<file path="src/rtl/servo_pkg.sv">
// Shared servo timing constants, duty-word type and pulse-width helper.
package servo_pkg;

  localparam int unsigned TICK_DIV_DEF  = 50;     // sysclk cycles per 1 us tick at 50 MHz
  localparam int unsigned PERIOD_US_DEF = 20000;  // 20 ms servo frame
  localparam int unsigned MIN_US_DEF    = 1000;   // pulse for duty 0
  localparam int unsigned STEP_US_DEF   = 16;     // extra ticks per duty LSB
  localparam int unsigned DW_DEF        = 6;      // duty word width

  // Tick counter and pulse widths share one 16-bit unsigned domain.
  localparam int unsigned TW = 16;

  typedef logic [DW_DEF-1:0] duty_t;
  typedef logic [TW-1:0]     ticks_t;

  // Pulse width in ticks for a duty word; duty 0 still gives min_us.
  function automatic ticks_t pulse_ticks(input logic [TW-1:0] duty,
                                         input int unsigned   min_us  = MIN_US_DEF,
                                         input int unsigned   step_us = STEP_US_DEF);
    int unsigned t;
    t = min_us + 32'(duty) * step_us;
    return ticks_t'(t);
  endfunction

endpackage

</file>
<file path="src/rtl/servo_pwm_player_tick_prescaler.sv">
// Divides sysclk down to a one-cycle timing tick; clear wins over enable.
module tick_prescaler #(
  parameter int unsigned DIV = 50
) (
  input  logic clk_i,
  input  logic rst_ni,
  input  logic clr_i,
  input  logic en_i,
  output logic tick_o
);

  localparam int unsigned PW = (DIV > 1) ? $clog2(DIV) : 1;

  logic [PW-1:0] cnt_q, cnt_d;

  assign tick_o = en_i & (cnt_q == PW'(DIV - 1));

  // Next count: clear, wrap on tick, otherwise step while enabled.
  always_comb begin
    cnt_d = cnt_q;
    if (clr_i)       cnt_d = '0;
    else if (tick_o) cnt_d = '0;
    else if (en_i)   cnt_d = cnt_q + 1'b1;
  end

  // Counter register.
  always_ff @(posedge clk_i or negedge rst_ni) begin
    if (!rst_ni) cnt_q <= '0;
    else         cnt_q <= cnt_d;
  end

endmodule

</file>
<file path="src/rtl/servo_pwm_player.sv">
// Two-channel servo PWM generator fed by a playback memory. Duty words are
// shadowed at frame boundaries and a one-cycle Sample_Req tells upstream to
// advance to the next word.
module servo_pwm_player
  import servo_pkg::*;
#(
  parameter int unsigned TICK_DIV  = TICK_DIV_DEF,
  parameter int unsigned PERIOD_US = PERIOD_US_DEF,
  parameter int unsigned MIN_US    = MIN_US_DEF,
  parameter int unsigned STEP_US   = STEP_US_DEF,
  parameter int unsigned DW        = DW_DEF
) (
  input  logic          sysclk,
  input  logic          Reset_n,
  input  logic          Enable,
  input  logic [DW-1:0] DC_X,
  input  logic [DW-1:0] DC_Y,
  output logic          PWM_X,
  output logic          PWM_Y,
  output logic          Sample_Req,
  output logic          Active
);

  localparam int unsigned NCH = 2;

  // The widest pulse has to end inside the frame or the servo never sees a low phase.
  if (MIN_US + ((1 << DW) - 1) * STEP_US >= PERIOD_US) begin : g_width_chk
    $error("servo_pwm_player: MIN_US + max duty * STEP_US must be below PERIOD_US");
  end

  logic                     active_q, active_d;
  logic                     sreq_q;
  logic [TW-1:0]            tcnt_q, tcnt_d;
  logic [NCH-1:0][DW-1:0]   dc;
  logic [NCH-1:0][DW-1:0]   shadow_q, shadow_d;
  logic [NCH-1:0][TW-1:0]   wid_q, wid_d;
  logic [NCH-1:0]           pwm_q, pwm_d;
  logic                     tick, last_tick, fb;

  assign dc = {DC_Y, DC_X};

  // Prescaler runs only while frames are generated; every boundary or
  // disable restarts it so each frame begins on a whole tick.
  tick_prescaler #(
    .DIV (TICK_DIV)
  ) u_presc (
    .clk_i  (sysclk),
    .rst_ni (Reset_n),
    .clr_i  (fb | ~Enable),
    .en_i   (active_q),
    .tick_o (tick)
  );

  assign last_tick = tick & (tcnt_q == TW'(PERIOD_US - 1));
  // Boundary: first enabled cycle out of idle, or end of the running frame.
  // Gating with Enable lets a same-cycle disable win.
  assign fb = Enable & (~active_q | last_tick);

  // Frame state, duty shadows and per-channel compare.
  always_comb begin
    active_d = active_q;
    tcnt_d   = tcnt_q;
    shadow_d = shadow_q;
    wid_d    = wid_q;
    pwm_d    = '0;
    if (!Enable) begin
      active_d = 1'b0;
      tcnt_d   = '0;
    end else if (fb) begin
      active_d = 1'b1;
      tcnt_d   = '0;
      shadow_d = dc;
    end else if (tick) begin
      tcnt_d   = tcnt_q + 1'b1;
    end
    for (int c = 0; c < NCH; c++) begin
      wid_d[c] = pulse_ticks(TW'(shadow_d[c]), MIN_US, STEP_US);
      // Fresh width only on the boundary cycle; otherwise the registered
      // width keeps the multiplier off the compare path.
      pwm_d[c] = Enable & active_d & (tcnt_d < (fb ? wid_d[c] : wid_q[c]));
    end
  end

  // State registers; reset drops the PWM outputs immediately.
  always_ff @(posedge sysclk or negedge Reset_n) begin
    if (!Reset_n) begin
      active_q <= 1'b0;
      sreq_q   <= 1'b0;
      tcnt_q   <= '0;
      shadow_q <= '0;
      wid_q    <= '0;
      pwm_q    <= '0;
    end else begin
      active_q <= active_d;
      sreq_q   <= fb;
      tcnt_q   <= tcnt_d;
      shadow_q <= shadow_d;
      wid_q    <= wid_d;
      pwm_q    <= pwm_d;
    end
  end

  assign PWM_X      = pwm_q[0];
  assign PWM_Y      = pwm_q[1];
  assign Sample_Req = sreq_q;
  assign Active     = active_q;

endmodule

</file>
<file path="config.mk">
export PLATFORM = sky130hd
export DESIGN_NAME = servo_pwm_player
export DESIGN_NICKNAME = d
export VERILOG_FILES = /design/src/rtl/servo_pkg.sv /design/src/rtl/servo_pwm_player_tick_prescaler.sv /design/src/rtl/servo_pwm_player.sv
export SDC_FILE = /design/constraint.sdc
export NUM_CORES = 1
export LEC_CHECK = 0
export ABC_CLOCK_PERIOD_IN_PS = 5300
export CORE_ASPECT_RATIO = 1.1
export CORE_UTILIZATION = 30
export DETAILED_ROUTE_END_ITERATION = 12
export SYNTH_ARGS = -nofsm -noshare
export SYNTH_HDL_FRONTEND = slang
export SYNTH_SLANG_ARGS = --single-unit
export TNS_END_PERCENT = 10
</file>
<file path="constraint.sdc">
create_clock -name sysclk -period 5.3 [get_ports sysclk]
set_clock_uncertainty 0.2 [all_clocks]
set_input_delay 1.59 -clock sysclk [delete_from_list [all_inputs] [get_ports sysclk]]
set_output_delay 1.59 -clock sysclk [all_outputs]
set_load 0.01 [all_outputs]
</file>
== Yosys cells after proc, flatten, opt, wreduce, memory -nomap -nowiden ==
Cells that the tools add are included.

* Memories: 0
* Memory bits (read-only): 0
* Bits of input ports: 15
* Register bits: 60
* Output and inout port bits: 4
* Word-level logic and storage cells: 40
* Bits in writable memories: 0
* Bits in latches: 0

* Multipliers: 0
* Bitwise gates (word level): 10
* Equal/unequal tests: 2
* Reduce and logical (&&, ||, !) cells: 1
* Div/mod/pow operators: 0
* Order comparisons: 2
* Add/sub/neg operators: 4
* Multiplexer cells: 12
* Shift operators: 0

{| class="wikitable"
|+ Operators by type and width
! operator !! number
|-
| $mux W16 || 3
|-
| $lt A16 B16 Y1 || 2
|-
| $mux W12 || 2
|-
| $add A10 B10 Y11 const A || 2
|-
| $mux W11 || 2
|-
| $mux W6 || 3
|-
| $add A16 B1 Y16 const B || 1
|-
| $eq A16 B15 Y1 const B || 1
|-
| $add A6 B1 Y6 const B || 1
|-
| $and A1 B1 Y1 || 6
|-
| $eq A6 B6 Y1 const B || 1
|-
| $reduce_bool A3 Y1 || 1
|-
| $mux W1 || 2
|-
| $not A1 Y1 || 2
|-
| $or A1 B1 Y1 || 2
|}

== Logic depth before layout (Yosys ltp) ==
* Depth in word-level cells: 11
* Depth in mapped cells: 19
* Depth with buffers taken out: 18

== Hierarchy ==
Synthesis repeated with hierarchy kept, for this count alone.

* Cells, all modules: 280
* Area, all modules: 2881.5 µm²

{| class="wikitable"
|+ By module, submodules not included
! module !! instances !! area an instance (µm²) !! cells each
|-
| servo_pwm_player || 1 || 2528.7 || 245
|-
| tick_prescaler || 1 || 352.8 || 35
|}

== Worst setup path before layout ==
Ideal clock, no wire load.

* Kind: input port to flip-flop
* From: in Enable
* To: reg pwm_q[1]
* Path buffers: 1
* Required time: 4.999 ns
* Library setup time: 0.101 ns
* Data arrival time: 4.111 ns
* Cell stages on the path: 15
* Slack: 0.888 ns
* Path through: nor2b_1 > a41oi_2 > buf_2 > mux2i_1 > ha_1 > nand2_1 > xnor2_1 > nor2_1 > o21bai_1 > ha_1 > a21o_1 > a21oi_1 > o211a_1 > o31ai_1 > nor4_1

{| class="wikitable"
|+ RTL lines
! what !! line !! text
|-
| from (decl) || servo_pwm_player.sv:15 || <nowiki>input logic Enable,</nowiki>
|-
| to (signal assigned) || servo_pwm_player.sv:99 || <nowiki>pwm_q <= pwm_d;</nowiki>
|-
| to (decl) || servo_pwm_player.sv:37 || <nowiki>logic [NCH-1:0] pwm_q, pwm_d;</nowiki>
|}

== Final worst setup path ==
* From: in Enable
* To: reg pwm_q[0]

* Longest elaborated chain between the ends: 7

{| class="wikitable"
|+ RTL lines
! what !! line !! text
|-
| $and A1 B1 Y1 || servo_pwm_player.sv:57 || <nowiki>assign fb = Enable & (~active_q | last_tick);</nowiki>
|-
| $mux W12 || servo_pwm_player.sv:69 || <nowiki>end else if (fb) begin</nowiki>
|-
| $mux W12 || servo_pwm_player.sv:66 || <nowiki>if (!Enable) begin</nowiki>
|-
| $add A10 B10 Y11 || servo_pkg.sv:21 || <nowiki>t = min_us + 32'(duty) * step_us;</nowiki>
|-
| $mux W11 || servo_pwm_player.sv:80 || <nowiki>pwm_d[c] = Enable & active_d & (tcnt_d < (fb ? wid_d[c] : wid_q[c]));</nowiki>
|-
| $lt A16 B16 Y1 || servo_pwm_player.sv:80 ||
|-
| $and A1 B1 Y1 (*) || servo_pwm_player.sv:80 ||
|-
| via pwm_d[0] || servo_pwm_player.sv:37 ||
|}

Mark *: on every way through the listed nets, which the timed path passes. The rest lies on a longest branch.
A chain may end at the register's enable or synchronous reset.

==> impl_metrics.yaml <==
cts:
  clk_latency_ns: 0.31
  cts_buffers: 5
  cts.hold.buffers_added: 0
  root_buffer: "clkbuf_8"
  htree_levels: 2
  clock_sinks: 51
  cts_setup_buffers: 0
  cts.repair.resized: 0
  clkTransAtPathRegs_ns: 0.09
  tritoncts: "built"
  cts_buffer_depth: 2
routing:
  routed_wl_mm: 5.96
  post_drt_wl_per_cell_um: 13.9
  firstDrtPassIters: 4
  top_layer_used: "met4"
  route.met2.wl_mm: 2.77
  vias: 2148
  drc: 0
  drt_iter0_markers: 71
  via_per_inst: 5.01
  wl_met1_mm: 2.85
  antenna_left: 0
  dr_wl_met3_um: 197
timing:
  tightestPinTransition_ns: 0.839
  fin_crit_ns: 4.70
  hold_violations: 0
  finalHoldWorstSlack_ns: 0.308
  setup_violations: 0
  max_freq_mhz: 213
  relSlewSlack: 0.435
  slew_viol_final: 0
  rsz0062_at_grt: "false"
  fin_setup_tns_ns: 0
  timing.final.crit_share: 0.887
setup_path:
  start_kind: "input port"
  slowest_stage: "clkdlybuf4s50_1"
  required_ns: 5.31
  slowest_delay_ns: 0.42
  worstSetupPathType: "in -> reg"
  critPathMaxFanout: 32
  worst_ep_arrival_time_ns: 4.71
  r2r_cells: 17
  reg2reg_slack_ns: 1.23
  worstReg2RegStart: "u_presc.cnt_q[0]"
  path_cells: "clkdlybuf4s50_1 -> nor2b_1 -> a41oi_2 -> buf_12 -> mux2i_1 -> ha_1 -> nand2_1 -> xor2_1 -> nand2_1 -> o21ai_0 -> ha_1 -> a21o_1 -> a21oi_1 -> o211a_1 -> o31ai_1 -> nor4_1"
  r2r-end: "pwm_q[0]"
  cp_num_buf_inv: 2
  cp-end-kind: "register"
  critPathTopFamily: "compound AO/OA/AOI/OAI gates"
final_layout:
  stdcell_count: 429
  n_fill_cell: 964
  insertedDiodeCount: 0
  drive_above_1_share: 0.0673
  area_delta_synth_final_pct: 14.7
  mostFrequentLayoutCells: "dfrtp_1 (51), nor2_1 (36), nand2_1 (25), ha_1 (19)"
  fin_util: 0.352
  final_common_cell: "dfrtp_1"
  nets: 345
global_routing:
  grt_pass1_wl_mm: 10.3
  antenna_found_initial: 0
  grt_max_degree: 34
  grt_pass1_vias: 2198
  grt.total_usage: 0.131
  grt_overflow: 0
placement:
  gp_congestion: 0.789
  place.port_buffers: 18
  dpl.hpwl_mm: 4.50
  post-place-cells: 421
min_path:
  holdPathStages: 1
  hold_start: "u_presc.cnt_q[0]"
  hold-path-endpoint: "u_presc.cnt_q[0]"
  hp-class: "reg -> reg"
die:
  initial_core_util: 0.307
  placementRows: 37
  core_area_mm2: 0.00935
  die_x_um: 95.3
  die_area_mm2: 0.00997
  io_pins: 19
  die_h_um: 105
pwr:
  vdd_drop_max_v: 0.000140
  powerDensity_mw_per_mm2: 246
  p_leak_nw: 1.44
synth:
  netlist_instances: 292
  synth_edf_count: 0
  syn_nets: 326
  synth_warnings: 0
  synthArstFlopShare: 1.00
  syn_area_mm2: 0.00287
  avgSynthCellArea_um2: 9.84
  synth-seq-cells: 51
  dominantRegCellSynth: "dfrtp_1"
  synth.distinct_cells: 43
  ys_seq_area_frac: 0.444
run:
  maxCapViolations: 0
outcome:
  status: "completed"
==> registers in the layout, summed over array words and instances, names as in the netlist <==
register and flops:
shadow_q 12, pwm_q 2, u_presc.cnt_q 6, tcnt_q 16, Sample_Req 1, wid_q 13
Active 1
==> cell families (layout without fill, tap and decap cells) <==
family / count (synthesis) / count (layout) / synth area share
compound gates: 41 / 41 / 0.0967
xor+xnor: 30 / 30 / 0.0915
fa+ha+maj: 19 / 19 / 0.0828
buf+inv: 20 / 40 / 0.0274
flops: 51 / 51 / 0.444
mux: 9 / 9 / 0.0322
other cells: 1 / 1 / 0.00131
simple gates: 121 / 121 / 0.224
==> Yosys cell counts (2+ instances only) <==
library cell | count | area [um2]
o211a_1 | 2 | 20.0
and3_1 | 8 | 50.1
o21ai_0 | 5 | 25.0
xor2_1 | 17 | 149
nand3b_1 | 2 | 15.0
mux2_2 | 2 | 22.5
inv_1 | 9 | 33.8
nand2b_1 | 2 | 12.5
nor3_1 | 6 | 30.0
nand2_1 | 25 | 93.8
a21o_1 | 4 | 30.0
and4_1 | 3 | 26.3
a21oi_1 | 14 | 70.1
buf_2 | 3 | 15.0
mux2i_1 | 7 | 70.1
xnor2_1 | 13 | 114
or4_1 | 2 | 15.0
o21bai_1 | 3 | 22.5
nand4_1 | 12 | 75.1
nor4_1 | 6 | 37.5
nand3_1 | 8 | 40.0
o211ai_1 | 2 | 15.0
a311oi_1 | 3 | 26.3
ha_1 | 19 | 238
nor2_1 | 36 | 135
a21boi_0 | 3 | 22.5
o31ai_1 | 2 | 15.0
or3_1 | 3 | 18.8
clkbuf_1 | 7 | 26.3
dfrtp_1 | 51 | 1280
==> report_power, final <==
group / total, mW / internal (mW) / switching, mW
clock network: 0.243 / 0.119 / 0.124
logic: 0.130 / 0.0582 / 0.0723
registers: 0.437 / 0.422 / 0.0151
==> layout make-up <==
class                           count  area (um2)  share of cell area
Clock buffer                        8         100              0.0304
Sequential cell                    51        1280               0.387
Tap cell                          117         146              0.0444
Timing Repair Buffer               22         218              0.0661
Multi-Input combinational cell    221        1520               0.461
Inverter                           10        37.5              0.0114
==> routing by layer <==
layer  track usage  vias up
met1         0.175     1022
met3        0.0277       16
li1              -     1072
met4        0.0455        0
met2         0.208       38
met5             0        -
==> worst reg2reg max path, delay by kind of cell (launching register included) <==
kind / cells / cell delay (ns)
buffers and inverters: 1 / 0.24
muxes: 1 / 0.28
xor gates and xnor gates: 1 / 0.14
and+or+nand+nor: 5 / 0.87
AOI/OAI and AO/OA: 6 / 0.96
adders and majority gates: 3 / 0.85
DFF: 1 / 0.43
==> worst max-delay path by stage <==
stage,from,endpoint,slack (ns),cells past startpoint
3_5_place_dp,Enable,pwm_q[1],0.25,16
6_report,Enable,pwm_q[0],0.60,16
4_1_cts,Enable,pwm_q[1],0.57,16
2_1_floorplan,Enable,pwm_q[1],0.89,15
5_1_grt,Enable,pwm_q[1],0.27,16
3_3_place_gp,Enable,pwm_q[1],0.31,16
==> per-stage QoR <==
stage	setup WS [ns]	instance area [um2]	total power, mW
CTS	0.567	3300	0.824
global route	0.268	3300	0.862
finish	0.598	3300	0.811
detailed placement	0.247	3200	0.577
floorplan	0.888	2870	0.526
global placement	0.311	3200	0.573
Power figures use the tool's default switching activity.
